## config.mk

```make
export PLATFORM = sky130hd
export DESIGN_NAME = cg_stim_feeder
export DESIGN_NICKNAME = d
export VERILOG_FILES = /design/src/rtl/cg_pkg.sv /design/src/rtl/cg_pattern_buf.sv /design/src/rtl/cg_stim_feeder.sv
export SDC_FILE = /design/constraint.sdc
export NUM_CORES = 1
export LEC_CHECK = 0
export BUFFER_PORTS_ARGS = -buffer_cell sky130_fd_sc_hd__buf_2
export CORE_MARGIN = 5
export CORE_UTILIZATION = 60
export CTS_CLUSTER_SIZE = 12
export DETAILED_ROUTE_END_ITERATION = 16
export PLACE_DENSITY_LB_ADDON = 0.3
export SYNTH_ARGS = -nofsm -noshare
export SYNTH_HDL_FRONTEND = slang
export SYNTH_SLANG_ARGS = --single-unit
```

## constraint.sdc

```tcl
create_clock -name clk -period 2.95 [get_ports clk]
set_input_delay 0.295 -clock clk [delete_from_list [all_inputs] [get_ports clk]]
set_output_delay 0.295 -clock clk [all_outputs]
set_load 0.005 [all_outputs]
```

## src/rtl/cg_pkg.sv

```systemverilog
// Shared types and constants for the matrix-op stimulus feeder.
// Latency: n/a (declarations only).
// Backpressure: n/a.
package cg_pkg;

    localparam int DW     = 7;
    localparam int OPW    = 4;
    localparam int N_DATA = 64;
    localparam int N_OP   = 15;
    localparam int N_RES  = 16;

    localparam int AW  = $clog2(N_DATA);
    localparam int OAW = $clog2(N_OP);
    localparam int RCW = $clog2(N_RES + 1);

    typedef logic signed [DW-1:0] data_t;
    typedef logic [OPW-1:0]       op_t;
    typedef logic [AW-1:0]        addr_t;

    typedef enum logic [2:0] {
        S_LOAD,
        S_GAP,
        S_SEND,
        S_WAIT,
        S_RES,
        S_CHECK
    } state_t;

    localparam addr_t LAST_ADDR = addr_t'(N_DATA - 1);

    // Opcodes ride only on the first N_OP beats of a pattern.
    function automatic logic is_op_beat(input addr_t a);
        return a < addr_t'(N_OP);
    endfunction

endpackage

```

## src/rtl/cg_pattern_buf.sv

```systemverilog
// One-pattern store: N_DATA element RAM plus N_OP opcode register file.
// Latency: write lands on the clock edge; read is combinational from rd_addr.
// Backpressure: none; the owner sequences writes and reads.
module cg_pattern_buf
    import cg_pkg::*;
(
    input  logic           clk,
    input  logic           wr_en,
    input  logic [AW-1:0]  wr_addr,
    input  logic [DW-1:0]  wr_data,
    input  logic [OPW-1:0] wr_op,
    input  logic [AW-1:0]  rd_addr,
    output logic [DW-1:0]  rd_data,
    output logic [OPW-1:0] rd_op
);

    data_t          elem_mem [N_DATA];
    op_t            op_mem   [N_OP];
    logic [OAW-1:0] wr_op_idx;
    logic [OAW-1:0] rd_op_idx;

    // Opcode index is forced to 0 on element-only beats so it never leaves the file.
    assign wr_op_idx = is_op_beat(wr_addr) ? wr_addr[OAW-1:0] : '0;
    assign rd_op_idx = is_op_beat(rd_addr) ? rd_addr[OAW-1:0] : '0;

    // Host write port; contents need no reset because a pattern is always fully written before replay.
    always_ff @(posedge clk) begin
        if (wr_en) begin
            elem_mem[wr_addr] <= wr_data;
            if (is_op_beat(wr_addr)) begin
                op_mem[wr_op_idx] <= wr_op;
            end
        end
    end

    assign rd_data = elem_mem[rd_addr];
    assign rd_op   = is_op_beat(rd_addr) ? op_mem[rd_op_idx] : '0;

endmodule

```

## src/rtl/cg_stim_feeder.sv

```systemverilog
// Buffers one host pattern, replays it as a gap-free N_DATA-beat burst, then polices the core's result burst.
// Latency: burst starts GAP+1 cycles after the last host accept; res_* trail core outputs by one cycle.
// Backpressure: h_ready is high only in LOAD; one pattern in flight, the core burst itself is never stalled.
module cg_stim_feeder
    import cg_pkg::*;
#(
    parameter int GAP     = 2,
    parameter int TIMEOUT = 1000
) (
    input  logic           clk,
    input  logic           rst_n,
    input  logic           cfg_cg_en,
    input  logic           h_valid,
    output logic           h_ready,
    input  logic [DW-1:0]  h_data,
    input  logic [OPW-1:0] h_op,
    output logic           cg_en,
    output logic           in_valid,
    output logic [DW-1:0]  in_data,
    output logic [OPW-1:0] op,
    input  logic           core_out_valid,
    input  logic [DW-1:0]  core_out_data,
    output logic           res_valid,
    output logic [DW-1:0]  res_data,
    output logic           busy,
    output logic           done,
    output logic           err_overlap,
    output logic           err_len,
    output logic           err_timeout
);

    // One shared counter covers both the launch gap and the result timeout.
    localparam int CMAX = (TIMEOUT > GAP) ? TIMEOUT : GAP;
    localparam int CW   = $clog2(CMAX + 1);

    localparam logic [CW-1:0]  GAP_LAST = CW'(GAP - 1);
    localparam logic [CW-1:0]  TO_LAST  = CW'(TIMEOUT - 1);
    localparam logic [RCW-1:0] RES_LAST = RCW'(N_RES - 1);

    state_t          state;
    addr_t           idx;
    logic [CW-1:0]   cnt;
    logic [RCW-1:0]  rcnt;

    logic            wr_en;
    addr_t           rd_addr;
    logic [DW-1:0]   rd_data;
    logic [OPW-1:0]  rd_op;

    // Handshake and status are pure decodes of the state register, so they carry no input paths.
    assign h_ready = (state == S_LOAD);
    assign busy    = (state != S_LOAD);
    assign wr_en   = h_valid && (state == S_LOAD);

    // While sending, look one beat ahead so the registered outputs carry beat idx+1 next cycle.
    // Outside SEND the read port sits on entry 0, ready for the GAP->SEND launch.
    assign rd_addr = (state == S_SEND) ? (idx + addr_t'(1)) : '0;

    cg_pattern_buf u_buf (
        .clk     (clk),
        .wr_en   (wr_en),
        .wr_addr (idx),
        .wr_data (h_data),
        .wr_op   (h_op),
        .rd_addr (rd_addr),
        .rd_data (rd_data),
        .rd_op   (rd_op)
    );

    // Main sequencer: load, gap, replay, wait for results, count them, final check.
    always_ff @(posedge clk or negedge rst_n) begin
        if (!rst_n) begin
            state       <= S_LOAD;
            idx         <= '0;
            cnt         <= '0;
            rcnt        <= '0;
            in_valid    <= 1'b0;
            in_data     <= '0;
            op          <= '0;
            done        <= 1'b0;
            err_len     <= 1'b0;
            err_timeout <= 1'b0;
        end else begin
            done <= 1'b0;
            case (state)
                S_LOAD: begin
                    if (h_valid) begin
                        if (idx == LAST_ADDR) begin
                            idx   <= '0;
                            cnt   <= '0;
                            state <= S_GAP;
                        end else begin
                            idx <= idx + addr_t'(1);
                        end
                    end
                end

                S_GAP: begin
                    if (cnt == GAP_LAST) begin
                        cnt      <= '0;
                        in_valid <= 1'b1;
                        in_data  <= rd_data;
                        op       <= rd_op;
                        state    <= S_SEND;
                    end else begin
                        cnt <= cnt + CW'(1);
                    end
                end

                // idx is the beat currently on the outputs; core_out_valid here only feeds the overlap monitor.
                S_SEND: begin
                    if (idx == LAST_ADDR) begin
                        idx      <= '0;
                        cnt      <= '0;
                        in_valid <= 1'b0;
                        in_data  <= '0;
                        op       <= '0;
                        state    <= S_WAIT;
                    end else begin
                        idx     <= idx + addr_t'(1);
                        in_data <= rd_data;
                        op      <= rd_op;
                    end
                end

                // A first result beat in the TIMEOUT-th waiting cycle is still accepted.
                S_WAIT: begin
                    if (core_out_valid) begin
                        rcnt  <= RCW'(1);
                        state <= S_RES;
                    end else if (cnt == TO_LAST) begin
                        err_timeout <= 1'b1;
                        state       <= S_LOAD;
                    end else begin
                        cnt <= cnt + CW'(1);
                    end
                end

                // rcnt holds beats already seen; a drop before N_RES is a short burst.
                S_RES: begin
                    if (!core_out_valid) begin
                        err_len <= 1'b1;
                        state   <= S_LOAD;
                    end else if (rcnt == RES_LAST) begin
                        state <= S_CHECK;
                    end else begin
                        rcnt <= rcnt + RCW'(1);
                    end
                end

                // Any beat here means the core ran past N_RES.
                S_CHECK: begin
                    if (core_out_valid) begin
                        err_len <= 1'b1;
                    end else begin
                        done <= 1'b1;
                    end
                    idx   <= '0;
                    state <= S_LOAD;
                end

                default: begin
                    state <= S_LOAD;
                end
            endcase
        end
    end

    // Overlap monitor: the core must not answer while the burst is still on the wire.
    always_ff @(posedge clk or negedge rst_n) begin
        if (!rst_n) begin
            err_overlap <= 1'b0;
        end else if (core_out_valid && in_valid) begin
            err_overlap <= 1'b1;
        end
    end

    // Registered pass-through of the gating request and the core results, data zeroed when not valid.
    always_ff @(posedge clk or negedge rst_n) begin
        if (!rst_n) begin
            cg_en     <= 1'b0;
            res_valid <= 1'b0;
            res_data  <= '0;
        end else begin
            cg_en     <= cfg_cg_en;
            res_valid <= core_out_valid;
            res_data  <= core_out_valid ? core_out_data : '0;
        end
    end

endmodule

```

==> summary.txt, run 1 <==
chip width - 205 µm
Yosys reg bits - 557
total negative slack - 0 ps
via/cell ratio - 6.71
Vias - 15800
ant diodes - 0
final core utilization - 0.710
final max-slew violation count - 0
critical path required time - 3260 ps
sequential-to-total area share from yosys stat - 0.721
Post-Route WL - 64400 µm
top cell type's share of synthesized area - 0.667
Synth cell types - 79
DR iter-0 viols - 2402
Longest Clk Path Bufs - 3
GR Overflow Total - 0
average cell area after synthesis - 14.3 µm²
Synthesized Nets - 1633
Post-synth EDFFs - 508
routing usage on met1 - 0.428
met2 usage - 0.470
crit end category - flip-flop
row count - 71
cts bufs inserted - 55
vias in the first global route - 15400
wire per inst - 27.4 µm
Core Region - 37700 µm²
ranking of synthesized cells by area - edfxtp_1 67%, dfrtp_1 5.4%, nand2_1 2.9%
arrival time of the worst setup path - 3240 ps
initial core utilization - 0.607
share of cells above drive strength 1 - 0.204
final instance area - 26800 µm²
outcome - completed
Hold Fails Final Rpt - 0
Leak - 9.22 nW
cell area power density - 925 nW/µm²
Layout fillers - 2484
multi-input logic area - 6040 µm²
Min-Delay Path Class - input pin to flip-flop
Final nets - 1838
Post-Synthesis Cells - 1605
initial antenna violation count - 1
met3 Track Usage GR - 0.0774
placed cell area - 24900 µm²
pin count of the biggest net entering global routing - 79
fmax - 0.341 GHz
Setup Skew - 22.5 ps
GRT Util Overall - 0.306
number of routed nets with antenna violations - 0
Min Hold Slack - 88.4 ps
RSZ-0062 raised after global routing - true
Synth area leader - edfxtp_1
Slew headroom - 0.339
Final Cycle Share - 0.993
Sinks on Clock Net - 557
Peak VDD IR - 528 µV
GRT Max-Usage Layer - met2
router iterations before antenna repair - 6
Setup CP Type - flip-flop to flip-flop
worst-margin pin slew - 991 ps
Post-Syn Area - 22900 µm²
min Tclk post-route - 2930 ps
PortBufs - 49
Worst-path clk slew - 60 ps
Critical Path Fanout Max - 15
Top Ports - 50
global-route wire length before repair - 96500 µm
Chip Height - 205 µm
warnings from Yosys - 0
prevailing post-synth register cell - edfxtp_1
residual DRC count - 0
CTS Root Buffer Type - clkbuf_16
die area - 42100 µm²
sequential cell area - 16500 µm²
startpoint types - flip-flop
ys async rst share - 0.0880
TritonCTS clock tree - yes
H-tree depth - 2
Layout area overhead - 17.0%
routability cong. - 0.950
Final setup viols - 0
Worst-Skew Late Latency - 600 ps
max cap viols - 0
HPWL after DPL - 41200 µm
[timing repair]
item / CTS / global route
endpoints found under the hold margin: 34 / 0
gates resized for setup: 8 / 16
setup endpoints to repair: 5 / 27
cloned: 0 / 1
hold buffers: 10 / 0
setup buffers: 0 / 2
[stage by stage]
step	setup slack [ps]	instances	power (mW)
after floorplan	326	1605	14.1
after detailed placement	-213	2251	17.8
after CTS	19.5	2348	24.2
after global routing	-62.1	2351	25.5
after global placement	-77.0	2251	17.7
final	20.4	2351	24.7
[worst max-delay path, cell delays in order, from the launching register on]
cell and delay, ps:
dfrtp_1 450, buf_4 250, nor3_1 270, nand2_1 180, nor2_1 240, nand2_1 570
nor2_1 440, buf_4 230
[layer usage]
layer | wire length (µm) | vias to the layer above
li1 | - | 6609
met1 | 23800 | 7733
met2 | 29400 | 1200
met3 | 8120 | 237
met4 | 3140 | 0
met5 | 0 | -
[cell usage after synthesis (13+ instances only)]
library cell and instances:
mux4_2 27, nor3_1 38, or3_1 17, nor2_1 146, and3_1 17, buf_2 33
o221ai_1 20, o211ai_1 20, nand2_1 179, o22ai_1 25, clkbuf_1 49, nand3_1 75
a211oi_1 13, a21oi_1 54, dfrtp_1 49, edfxtp_1 508, o21ai_0 61, a31oi_1 18
mux2i_1 47, buf_1 14
[kinds of logic after synthesis]
kind of cell,after synthesis,share of synthesized area
adder cells (fa/ha/maj),5,0.00274
AO/OA/AOI/OAI,302,0.0898
flip-flops,557,0.721
XOR/XNOR,9,0.00525
AND/OR/NAND/NOR,536,0.108
multiplexers,86,0.0531
buffers and inverters,110,0.0210
[cell usage in the layout, fill, tap and decap left out, types with 45 or more instances in the layout]
cell       Yosys  layout
a21oi_1       54      54
buf_2         33      49
buf_4          3     174
clkbuf_16      0      58
dfrtp_1       49      47
edfxtp_1     508     508
mux2i_1       47      45
nand2_1      179     176
nand3_1       75      75
nor2_1       146     144
o21ai_0       61      59
[registers in the layout, summed over array words and instances (netlist names)]
name / flops
res_valid: 1
cg_en: 1
res_data: 7
idx: 6
rcnt: 5
op: 4
err_overlap: 1
cnt: 10
done: 1
in_valid: 1
err_len: 1
in_data: 7
u_buf.elem_mem: 448
err_timeout: 1
u_buf.op_mem: 60
state: 3
[power breakdown]
part	leakage (nW)	internal (mW)	switching [mW]	total (mW)
combinational	3.26	3.38	5.78	9.16
sequential	5.18	8.90	0.283	9.18
clock	0.769	3.61	2.79	6.40
[path summary, 6_finish.rpt]
check	from	end	slack, ps	depth (start not counted)
min in group asynchronous	rst_n	res_data[6]	310	2
max in group asynchronous	rst_n	op[2]	1940	3
hold / removal	h_op[3]	u_buf.op_mem[5][3]	90	1
hold reg to reg	err_overlap	err_overlap	460	1
setup reg to reg	state[2]	u_buf.elem_mem[12][1]	20	7
setup / recovery	state[2]	u_buf.elem_mem[12][1]	20	7
[cell type report]
class,count,share of cell area
Inverter,9,0.00126
Clock buffer,79,0.0568
Multi-Input combinational cell,938,0.226
Clock inverter,8,0.00243
Tap cell,511,0.0239
Timing Repair Buffer,249,0.0735
Sequential cell,557,0.616
(Power assumes the default switching activity.)
==> run 2, diff against run 1 <==
--- a/config.mk
+++ b/config.mk
@@ -7,10 +7,11 @@
 export LEC_CHECK = 0
 export BUFFER_PORTS_ARGS = -buffer_cell sky130_fd_sc_hd__buf_2
 export CORE_MARGIN = 5
-export CORE_UTILIZATION = 60
+export CORE_UTILIZATION = 45
 export CTS_CLUSTER_SIZE = 12
 export DETAILED_ROUTE_END_ITERATION = 16
 export PLACE_DENSITY_LB_ADDON = 0.3
+export REMOVE_ABC_BUFFERS = 1
 export SYNTH_ARGS = -nofsm -noshare
 export SYNTH_HDL_FRONTEND = slang
 export SYNTH_SLANG_ARGS = --single-unit
==> run 2 against run 1 <==
Effect of this change:
- the flow now finishes with violations (setup timing)
- sequential share of layout area shrank 0.63 points
- final cell count grew 7.2%
- wire length is essentially flat
- clock skew shrank 4.5 ps
- critical path depth grew 1
- flip-flop and latch count is the same
- combinational power shrank 2.7%
- worst hold slack lost 10 ps
- first-iteration DRC count shrank 32%
- fmax shrank 2.4%
- core utilization shrank 17 points
- clock power grew 9.4%
==> summary.txt, run 2 (synthesis gave the netlist of run 1 again) <==
pin count of the biggest net entering global routing - 65 (was 79)
Worst-path clk slew - 60 ps (about the same)
Leak - 9.27 nW (was 9.22 nW)
startpoint types - flip-flop (unchanged)
routability cong. - 0.900 (was 0.950)
Post-Route WL - 64400 µm (about the same)
Peak VDD IR - 565 µV (was 528 µV)
Layout Cells excl Fill - 2520 (was 2351)
switching power - 8.83 mW (was 8.85 mW)
GRT Util Overall - 0.227 (was 0.306)
GR Overflow Total - 0 (unchanged)
clock group share of total power - 0.280 (was 0.259)
CTS Root Buffer Type - clkbuf_16 (unchanged)
WHS Endpoint - u_buf.op_mem[0][3] (was u_buf.op_mem[5][3])
PortBufs - 49 (unchanged)
worst reg-to-reg setup slack - -50 ps (was 20 ps)
TritonCTS clock tree - yes (unchanged)
Top Ports - 50 (unchanged)
arrival time of the worst setup path - 3500 ps (was 3240 ps)
Worst-Skew Late Latency - 620 ps (was 600 ps)
violated checks - setup timing
DR iter-0 viols - 1637 (was 2402)
vias in the first global route - 15000 (was 15400)
Setup Skew - 18.0 ps (was 22.5 ps)
initial antenna violation count - 1 (unchanged)
Final setup viols - 1 (was 0)
final core utilization - 0.539 (was 0.710)
row count - 82 (was 71)
placed cell count - 2408 (was 2251)
Largest regs - u_buf.elem_mem x448, u_buf.op_mem x60, cnt x10 (unchanged)
commonest non-fill, non-tap cells in the layout - 508 x edfxtp_1, 177 x nand2_1, 173 x buf_4 (was 508 x edfxtp_1, 176 x nand2_1, 174 x buf_4)
largest reg by FF count - u_buf.elem_mem (unchanged)
Sinks on Clock Net - 557 (unchanged)
Layout area overhead - 18.2% (was 17.0%)
initial core utilization - 0.456 (was 0.607)
crit end category - flip-flop (unchanged)
Int Pwr - 16.2 mW (was 15.9 mW)
HPWL after DPL - 41900 µm (was 41200 µm)
Seq pwr share - 0.365 (was 0.371)
Layout fillers - 3994 (was 2484)
cts bufs inserted - 57 (was 55)
residual DRC count - 0 (unchanged)
via/cell ratio - 6.03 (was 6.71)
outcome - finished with violations (was completed)
die area - 55400 µm² (was 42100 µm²)
RSZ-0062 raised after global routing - true (unchanged)
Chip Height - 235 µm (was 205 µm)
Final Cycle Share - 1.02 (was 0.993)
Final nets - 1834 (was 1838)
Longest Clk Path Bufs - 3 (unchanged)
Combinational Power Share - 0.356 (was 0.370)
Hold Path Cell Cnt - 1 (unchanged)
wire per inst - 25.6 µm (was 27.4 µm)
critical path startpoint - idx[0] (was state[2])
Worst Min Path Start - h_op[3] (unchanged)
Slew headroom - 0.315 (was 0.339)
fmax - 0.333 GHz (was 0.341 GHz)
critical path required time - 3450 ps (was 3260 ps)
Critical Path Fanout Max - 19 (was 15)
Largest register FFs - 448 (unchanged)
min Tclk post-route - 3000 ps (was 2930 ps)
Min-Delay Path Class - input pin to flip-flop (unchanged)
cell area power density - 926 nW/µm² (was 925 nW/µm²)
Min Hold Slack - 78.2 ps (was 88.4 ps)
worst-margin pin slew - 1030 ps (was 991 ps)
Total Power - 25.0 mW (was 24.7 mW)
H-tree depth - 2 (unchanged)
router iterations before antenna repair - 5 (was 6)
number of routed nets with antenna violations - 0 (unchanged)
Hold Fails Final Rpt - 0 (unchanged)
Setup CP Type - flip-flop to flip-flop (unchanged)
reg2reg start - idx[0] (was state[2])
r2r worst-path depth - 8 (was 7)
Core Region - 50200 µm² (was 37700 µm²)
max cap viols - 0 (unchanged)
global-route wire length before repair - 95900 µm (was 96500 µm)
setup ws final - -50.3 ps (was 20.4 ps)
final max-slew violation count - 0 (unchanged)
Sw Ratio - 0.353 (was 0.358)
chip width - 235 µm (was 205 µm)
Vias - 15200 (was 15800)
share of cells above drive strength 1 - 0.205 (was 0.204)
Worst R2R End - in_data[4] (was u_buf.elem_mem[12][1])
commonest non-fill, non-tap cell in the layout - edfxtp_1 (unchanged)
-- run 2: changes by cell type in the layout (fill, tap and decap cells not counted), moves of 2 or more --
| cell | change |
|---|---|
| clkinv_2 | +3 |
| clkbuf_8 | +6 |
| clkinv_1 | +2 |
| clkbuf_1 | -2 |
| buf_6 | -2 |
| bufinv_16 | +2 |
| nor4_1 | +2 |
| nor4_2 | -2 |
-- run 2: power groups by stage --
| stage | clock network, mW | logic [mW] | registers [mW] |
|---|---|---|---|
| final | 7.00 | 8.91 | 9.12 |
| after global routing | 7.39 | 9.50 | 9.14 |
| after CTS | 7.09 | 8.73 | 9.12 |
| after detailed placement | 0 | 8.65 | 9.27 |
| after global placement | 0 | 8.56 | 9.27 |
| after floorplan | 0 | 4.34 | 9.47 |
-- run 2: timing repair --
| action | in CTS | in global routing |
|---|---|---|
| pin swaps | 0 | 1 |
| setup endpoints to repair | 3 | 15 |
| gates resized for setup | 4 | 11 |
| gates cloned | 0 | 0 |
| hold buffers | 10 | 0 |
| endpoints found under the hold margin | 49 | 0 |
| buffers inserted | 0 | 1 |
-- run 2: area by class of cell --
cell class                 instances  area, µm²  share of cell area
sequential                       557      16500               0.610
multi-input combinational        938       6010               0.222
timing repair buffer             243       1860              0.0690
clock buffer                      85       1640              0.0608
tap                              672        841              0.0311
clock inverter                    15        148             0.00546
inverter                           9       33.8             0.00125
antenna                            1       2.50           0.0000926
-- run 2: worst max path at each step --
stage / end / depth (start not counted) / slack [ps]
global placement: in_data[5] / 9 / -6
CTS: in_data[3] / 8 / 9
detailed placement: in_data[0] / 9 / -20
floorplan: in_data[3] / 8 / -5360
finish: in_data[4] / 8 / -50
global route: in_data[4] / 8 / -110
-- run 2: worst max-delay path, cell delays in order (launching register included) --
cell and delay, ps:
dfrtp_4 480, ha_2 380, or4bb_4 520, buf_4 260
a2111oi_1 460, a31oi_1 90, a31oi_1 210, a21oi_1 140
a221o_1 350
-- run 2: metal layers --
| metal | up-vias | wire (µm) | track usage |
|---|---|---|---|
| li1 | 6615 | - | - |
| met4 | 0 | 2670 | 0.0910 |
| met5 | - | 0 | 0 |
| met3 | 170 | 6210 | 0.0539 |
| met2 | 856 | 29300 | 0.344 |
| met1 | 7559 | 26300 | 0.318 |
-- run 2: stage by stage --
stage	instance area [µm²]	TNS (ps)	setup WS (ps)
2_1_floorplan	22400	-614910	-5360
3_3_place_gp	25100	-5.97	-5.97
3_5_place_dp	25100	-24.0	-15.8
4_1_cts	27000	0	9.08
5_1_grt	27000	-213	-111
6_report	27000	-50.3	-50.3
